===== src/rtl/fetch_sequencer.sv =====
// Instruction fetch sequencer: walks IDLE -> FETCH -> EXEC, follows compare-branch results,
// keeps S/Z/V flags for the branch checker and counts retired instructions.
module fetch_sequencer #(
  parameter logic [11:0] RESET_PC   = 12'h000,
  parameter logic [15:0] HALT_INSTR = 16'hFFFF
) (
  input  logic        clk,
  input  logic        reset,
  input  logic        run,
  input  logic        stall,
  output logic        imem_req,
  output logic [15:0] imem_addr,
  input  logic        imem_ack,
  input  logic [15:0] imem_data,
  output logic [15:0] instr,
  output logic [15:0] instr_address,
  output logic        instr_valid,
  input  logic [11:0] cmpb_address,
  input  logic        is_cmpb_satisfied,
  input  logic        alu_flags_we,
  input  logic        alu_s,
  input  logic        alu_z,
  input  logic        alu_v,
  output logic        sign_flag,
  output logic        zero_flag,
  output logic        overflow_flag,
  output logic        branch_taken,
  output logic        halted,
  output logic [15:0] instr_count
);

  typedef enum logic [1:0] {
    StIdle,
    StFetch,
    StExec,
    StHalt
  } state_e;

  state_e      state_q, state_d;
  logic [11:0] pc_q, pc_d;
  logic [11:0] instr_pc_q, instr_pc_d;
  logic [15:0] instr_q, instr_d;
  logic [15:0] count_q, count_d;
  logic        branch_q, branch_d;
  logic        sign_q, zero_q, ovf_q;

  always_comb begin
    state_d    = state_q;
    pc_d       = pc_q;
    instr_pc_d = instr_pc_q;
    instr_d    = instr_q;
    count_d    = count_q;
    branch_d   = 1'b0;

    unique case (state_q)
      StIdle: begin
        if (run) state_d = StFetch;
      end
      StFetch: begin
        if (imem_ack) begin
          instr_d    = imem_data;
          instr_pc_d = pc_q;
          state_d    = StExec;
        end
      end
      StExec: begin
        // A halt does not retire: pc and the counter stay where they are.
        if (!stall) begin
          if (instr_q == HALT_INSTR) begin
            state_d = StHalt;
          end else begin
            count_d = count_q + 16'd1;
            state_d = StFetch;
            if (is_cmpb_satisfied) begin
              pc_d     = cmpb_address;
              branch_d = 1'b1;
            end else begin
              pc_d = pc_q + 12'd1;
            end
          end
        end
      end
      StHalt: begin
        state_d = StHalt;
      end
      default: begin
        state_d = StIdle;
      end
    endcase
  end

  always_ff @(posedge clk) begin
    if (reset) begin
      state_q    <= StIdle;
      pc_q       <= RESET_PC;
      instr_pc_q <= 12'h000;
      instr_q    <= 16'h0000;
      count_q    <= 16'h0000;
      branch_q   <= 1'b0;
    end else begin
      state_q    <= state_d;
      pc_q       <= pc_d;
      instr_pc_q <= instr_pc_d;
      instr_q    <= instr_d;
      count_q    <= count_d;
      branch_q   <= branch_d;
    end
  end

  // Flags update in every state; the checker sees the old values during the write cycle.
  always_ff @(posedge clk) begin
    if (reset) begin
      sign_q <= 1'b0;
      zero_q <= 1'b0;
      ovf_q  <= 1'b0;
    end else if (alu_flags_we) begin
      sign_q <= alu_s;
      zero_q <= alu_z;
      ovf_q  <= alu_v;
    end
  end

  assign imem_req      = (state_q == StFetch);
  assign imem_addr     = {4'b0000, pc_q};
  assign instr         = instr_q;
  assign instr_address = {4'b0000, instr_pc_q};
  assign instr_valid   = (state_q == StExec);
  assign sign_flag     = sign_q;
  assign zero_flag     = zero_q;
  assign overflow_flag = ovf_q;
  assign branch_taken  = branch_q;
  assign halted        = (state_q == StHalt);
  assign instr_count   = count_q;

endmodule

===== config.mk =====
export PLATFORM = sky130hd
export DESIGN_NAME = fetch_sequencer
export DESIGN_NICKNAME = d
export VERILOG_FILES = /design/src/rtl/fetch_sequencer.sv
export SDC_FILE = /design/constraint.sdc
export NUM_CORES = 1
export LEC_CHECK = 0
export BUFFER_PORTS_ARGS = -buffer_cell sky130_fd_sc_hd__clkbuf_2
export CELL_PAD_IN_SITES_DETAIL_PLACEMENT = 1
export CELL_PAD_IN_SITES_GLOBAL_PLACEMENT = 1
export CORE_MARGIN = 5
export CORE_UTILIZATION = 38
export DETAILED_ROUTE_END_ITERATION = 8
export PLACE_DENSITY = 0.95
export SLEW_MARGIN = 20
export SYNTH_ARGS = -nofsm -noshare
export SYNTH_HDL_FRONTEND = slang
export SYNTH_SLANG_ARGS = --single-unit

===== constraint.sdc =====
create_clock -name clk -period 3.8 [get_ports clk]
set_clock_uncertainty 0.15 [all_clocks]
set_input_delay 0.38 -clock clk [delete_from_list [all_inputs] [get_ports clk]]
set_output_delay 0.38 -clock clk [all_outputs]
set_load 0.03 [all_outputs]

## Word level (Yosys, flattened, before mapping)

Index checks and enable logic that the tools add are counted.

- Register bits: 62
- Input bits: 38
- Output and inout port bits: 71
- Logic and storage cells: 33

- Add/subtract/negate cells: 2
- Equality and inequality tests: 7
- Mux-type cells: 7
- Bitwise logic cells: 3
- Reduce and logical (&&, ||, !) cells: 5

Operators by type and width:

| operator | number |
|---|---|
| $add 16x1->16 const B | 1 |
| $eq 16x16->1 const B | 1 |
| $add 12x1->12 const B | 1 |
| $mux 12 | 1 |
| $mux 2 | 4 |
| $pmux 2 s4 | 1 |
| $reduce_and 3->1 | 2 |
| $eq 2x2->1 const B | 2 |
| $ne 2x2->1 const B | 2 |
| $reduce_or 4->1 | 1 |
| $not 1->1 | 3 |
| $eq 2x1->1 const B | 1 |
| $logic_not 2->1 | 1 |
| $ne 2x1->1 const B | 1 |
| $reduce_and 2->1 | 1 |
| $mux 1 | 1 |

## Longest topological paths before layout

- Depth in word-level cells: 4
- Gate-level depth with buffers: 6
- Mapped depth without buffers: 5

## Worst setup path before layout

No wires, ideal clock.

- Kind: register to register
- Start: register pc_q[1]
- End: register pc_q[6]
- Setup time: 0.095 ns
- Arrival: 1.819 ns
- Data required time: 3.555 ns
- Setup slack: 1.736 ns
- Stages on the path, launching flop included: 7
- Buffers on the path: 1
- Clock period less this slack: 2.064 ns
- Cells stage by stage: dfxtp_1 ha_1 and4_1 clkbuf_1 a21oi_1 or3_1 a221oi_1

- Longest elaborated chain between the ends: 2

RTL lines:

| element | RTL line | source |
|---|---|---|
| start, declared | 40 | `logic [11:0] pc_q, pc_d;` |
| start signal, assigned | 102 | `pc_q <= pc_d;` |
| $add 12x1->12 | 78 | `pc_d = pc_q + 12'd1;` |
| $mux 12 | 74 | `if (is_cmpb_satisfied) begin` |

Every way passes these cells.
A chain may end at the register's enable or synchronous reset.

## Worst setup path after layout

- Start: register state_q[1]
- End: register pc_q[4]

- Longest elaborated chain between the ends: 2

RTL lines:

| element | RTL line | source |
|---|---|---|
| start, declared | 39 | `state_e state_q, state_d;` |
| start signal, assigned | 94 | `state_q <= StIdle;` |
| start signal, assigned | 101 | `state_q <= state_d;` |
| $eq 2x2->1 | 55 | `unique case (state_q)` |
| $reduce_and 3->1 (no source line) | - |  |

Every way passes these cells.

==> summary.txt <==
STA
  – Worst-Margin Slew: about 1.0 ns
  – Finish-stage setup viols: 0
  – Final hold vios: 0
  – Worst setup margin: ~1.5 ns
  – Max Fclk: 438 MHz
  – Slew Viols, Final: 0
  – Fin Hold WS: 0.109 ns
  – Setup TNS: 0 ns
  – Min cycle time layout: between 2 and 2.5 ns
  – Fin crit share: about 60%
  – RSZ-0062 raised after global routing: false
  – Slew headroom: 32.0%

Detailed routing
  – Vias: 3019
  – Drt pass-1 iters: 6
  – WL/cell: around 17 µm
  – Routed Antenna Nets: 0
  – Via/cell ratio: roughly 5.5
  – Detailed-route DRC error count: 0
  – 1st-iter DRT viols: ~130
  – Detailed-route wire length: about 9400 µm

Place
  – Placed cell area: approximately 3400 µm²
  – Post-DP HPWL: 6580 µm
  – Gpl congestion: between 0.8 and 0.9
  – DP Worst Slack: about 1.6 ns
  – Buffers on Ports: 100

Power
  – Sw frac: 25.4%
  – Total leakage power: about 1.5 nW
  – Sw Pwr: approximately 380 µW
  – Gate power share: 10.1%
  – Clock power share: ~45%
  – Pwr per Cell Area: 415 nW/µm²
  – Peak VDD IR: between 150 and 200 µV
  – Pint: between 1 and 1.5 mW
  – Seq pwr share: between 40% and 50%

Floorplan
  – Io pins: around 110
  – Starting Density: a little under two fifths
  – Total core area: roughly 7600 µm²
  – Row count: 32
  – Die H: about 98 µm
  – Die ar.: ~9500 µm²
  – Die width: ~100 µm

Yosys
  – Sequential share of the synthesized area: 42.6%
  – Post-synth EDFFs: 0
  – Top_reg_cell synth: dfxtp_1
  – Post-Synth Adder-Cell Area: less than 1%
  – Compound-Gate Fraction of Synth Area: a little under a fifth
  – Synth Area per Inst: 8.14 µm²
  – Mux share of post-synthesis cell area: slightly above 5%
  – Syn Inst Count: 358
  – YS warnings: 0
  – Main combinational cell family by area after synthesis: simple AND/OR/NAND/NOR gates
  – Synth cell types: 43
  – Flip-flop and latch count after synthesis: 62
  – Syn Std Cell Area: about 2900 µm²
  – Synth async-reset ratio: 0%
  – Post-synthesis xor/xnor area fraction: 0%
  – Simple-Gate Fraction of Synth Area: about a quarter

Critical path
  – Critical path startpoint category: flop
  – CP Max Fanout: 12
  – R2R cell count: 4
  – Crit path kind: flop to flop
  – Element type at the critical path end: flop
  – Worst path required time: about 4 ns
  – CP arrival: around 2.4 ns

Clock network
  – Clock root buffer: clkbuf_8
  – Worst-path clk slew: around 0.07 ns
  – Clk sinks: just over 60
  – CTS tree: built
  – H-Tree Depth: 3
  – Post-CTS Hold Buffers: 0
  – Inserted Clock Buffers: 9
  – Setup repair bufs after CTS: 0
  – PostCTS Resize Cnt: 0
  – Worst-Skew Late Latency: 0.34 ns
  – CTS Buffer Depth: 2

Layout
  – Commonest cells after routing, fill and taps aside: 100 x clkbuf_2, 70 x nand2_1, 62 x dfxtp_1
  – Final instance area: around 3700 µm²
  – Layout cells sized above 1: between 20% and 30%
  – Fillers: between 900 and 1000
  – Most common cell after layout, fill and taps aside: clkbuf_2
  – ANT cells: 0
  – Multi-input logic area: between 1500 and 2000 µm²
  – Register area: 1240 µm²
  – Synthesis-to-finish area growth: 25.3%
  – Nets: 484

Global route
  – GR Overflow Total: 0
  – Largest net degree at the start of global routing: 37
  – Vias in the first global route: 3007
  – All-Layer GR Usage: 19.4%
  – First-pass GRT wire length: roughly 15000 µm
  – Initial antenna violation count: 0

Hold path
  – Worst Hold Path Cells: 3
  – Hold Crit Class: primary input to flop

Run
  – Max Cap Violations: 0

Run status
  – Status: completed
[synth_stat cells (3+ instances only)]
cell	instances	area (µm²)
a21oi_1	41	205
a31oi_1	6	37.5
or4_1	4	30.0
nor4b_1	3	26.3
clkbuf_1	17	63.8
and2_1	4	25.0
buf_4	8	60.1
mux2i_1	6	60.1
o31ai_1	13	97.6
nor2_1	19	71.3
o311ai_0	9	78.8
mux2_2	8	90.1
nor4_1	6	37.5
buf_1	3	11.3
nand2_1	70	263
nand4_1	11	68.8
or2_2	3	18.8
buf_2	5	25.0
nor2b_1	7	43.8
inv_1	6	22.5
and4_1	4	35.0
o21ai_0	4	20.0
dfxtp_1	62	1240
nor3_1	3	15.0
nand3_1	8	40.0
and3_1	6	37.5
[worst paths after layout]
kind / from / to / slack (ns)
max: state_q[1] / pc_q[4] / 1.51
min: imem_data[13] / instr[13] / 0.11
max reg2reg: state_q[1] / pc_q[4] / 1.51
min reg2reg: instr_pc_q[1] / instr_pc_q[1] / 0.30
[cell families after synthesis]
| logic type | Yosys count |
|---|---|
| muxes | 14 |
| and+or+nand+nor | 153 |
| AOI/OAI and AO/OA | 85 |
| adders and majority gates | 2 |
| DFF | 62 |
| other | 1 |
| buffers and inverters | 41 |
[power groups by stage]
stage	logic [mW]	clock network, mW	registers [mW]
4_1_cts	0.154	0.692	0.679
3_5_place_dp	0.152	0	0.693
6_report	0.153	0.685	0.679
3_3_place_gp	0.147	0	0.692
2_1_floorplan	0.0820	0	0.715
5_1_grt	0.167	0.727	0.681
[through the flow]
stage                     util (%)  power (mW)  std cells
after floorplan                  -       0.797        365
after global placement        44.9       0.839        535
after detailed placement      44.9       0.846        535
after CTS                     48.0        1.52        551
after global routing          48.0        1.57        551
final                         48.0        1.52        551
[final cells by class]
type,count,area share (%)
repair buffers,102,14.1
inverters,7,0.719
flip-flops and latches,62,34.0
well taps,102,3.49
multi-input cells,262,41.3
clock inverters,3,1.78
clock buffers,13,4.62
[metal layers]
metal	routed length, µm	GRT usage (%)	share of wire [%]
met5	0	0	0
met4	223	7.77	2.4
met3	550	4.95	5.9
met2	4710	32.3	50
met1	3900	23.9	42
[worst max-delay path, cell delays in order, from the launching register on]
cell and delay (ns):
dfxtp_1 0.38, inv_2 0.07, nor3_1 0.65, nand2_1 0.50, o221a_2 0.43
[registers in the layout, indices dropped and copies added (netlist names)]
signal / cells
branch_taken: 1
instr: 16
instr_count: 16
instr_pc_q: 12
overflow_flag: 1
pc_q: 12
sign_flag: 1
state_q: 2
zero_flag: 1
No activity file was read; power rests on OpenSTA's default activity.
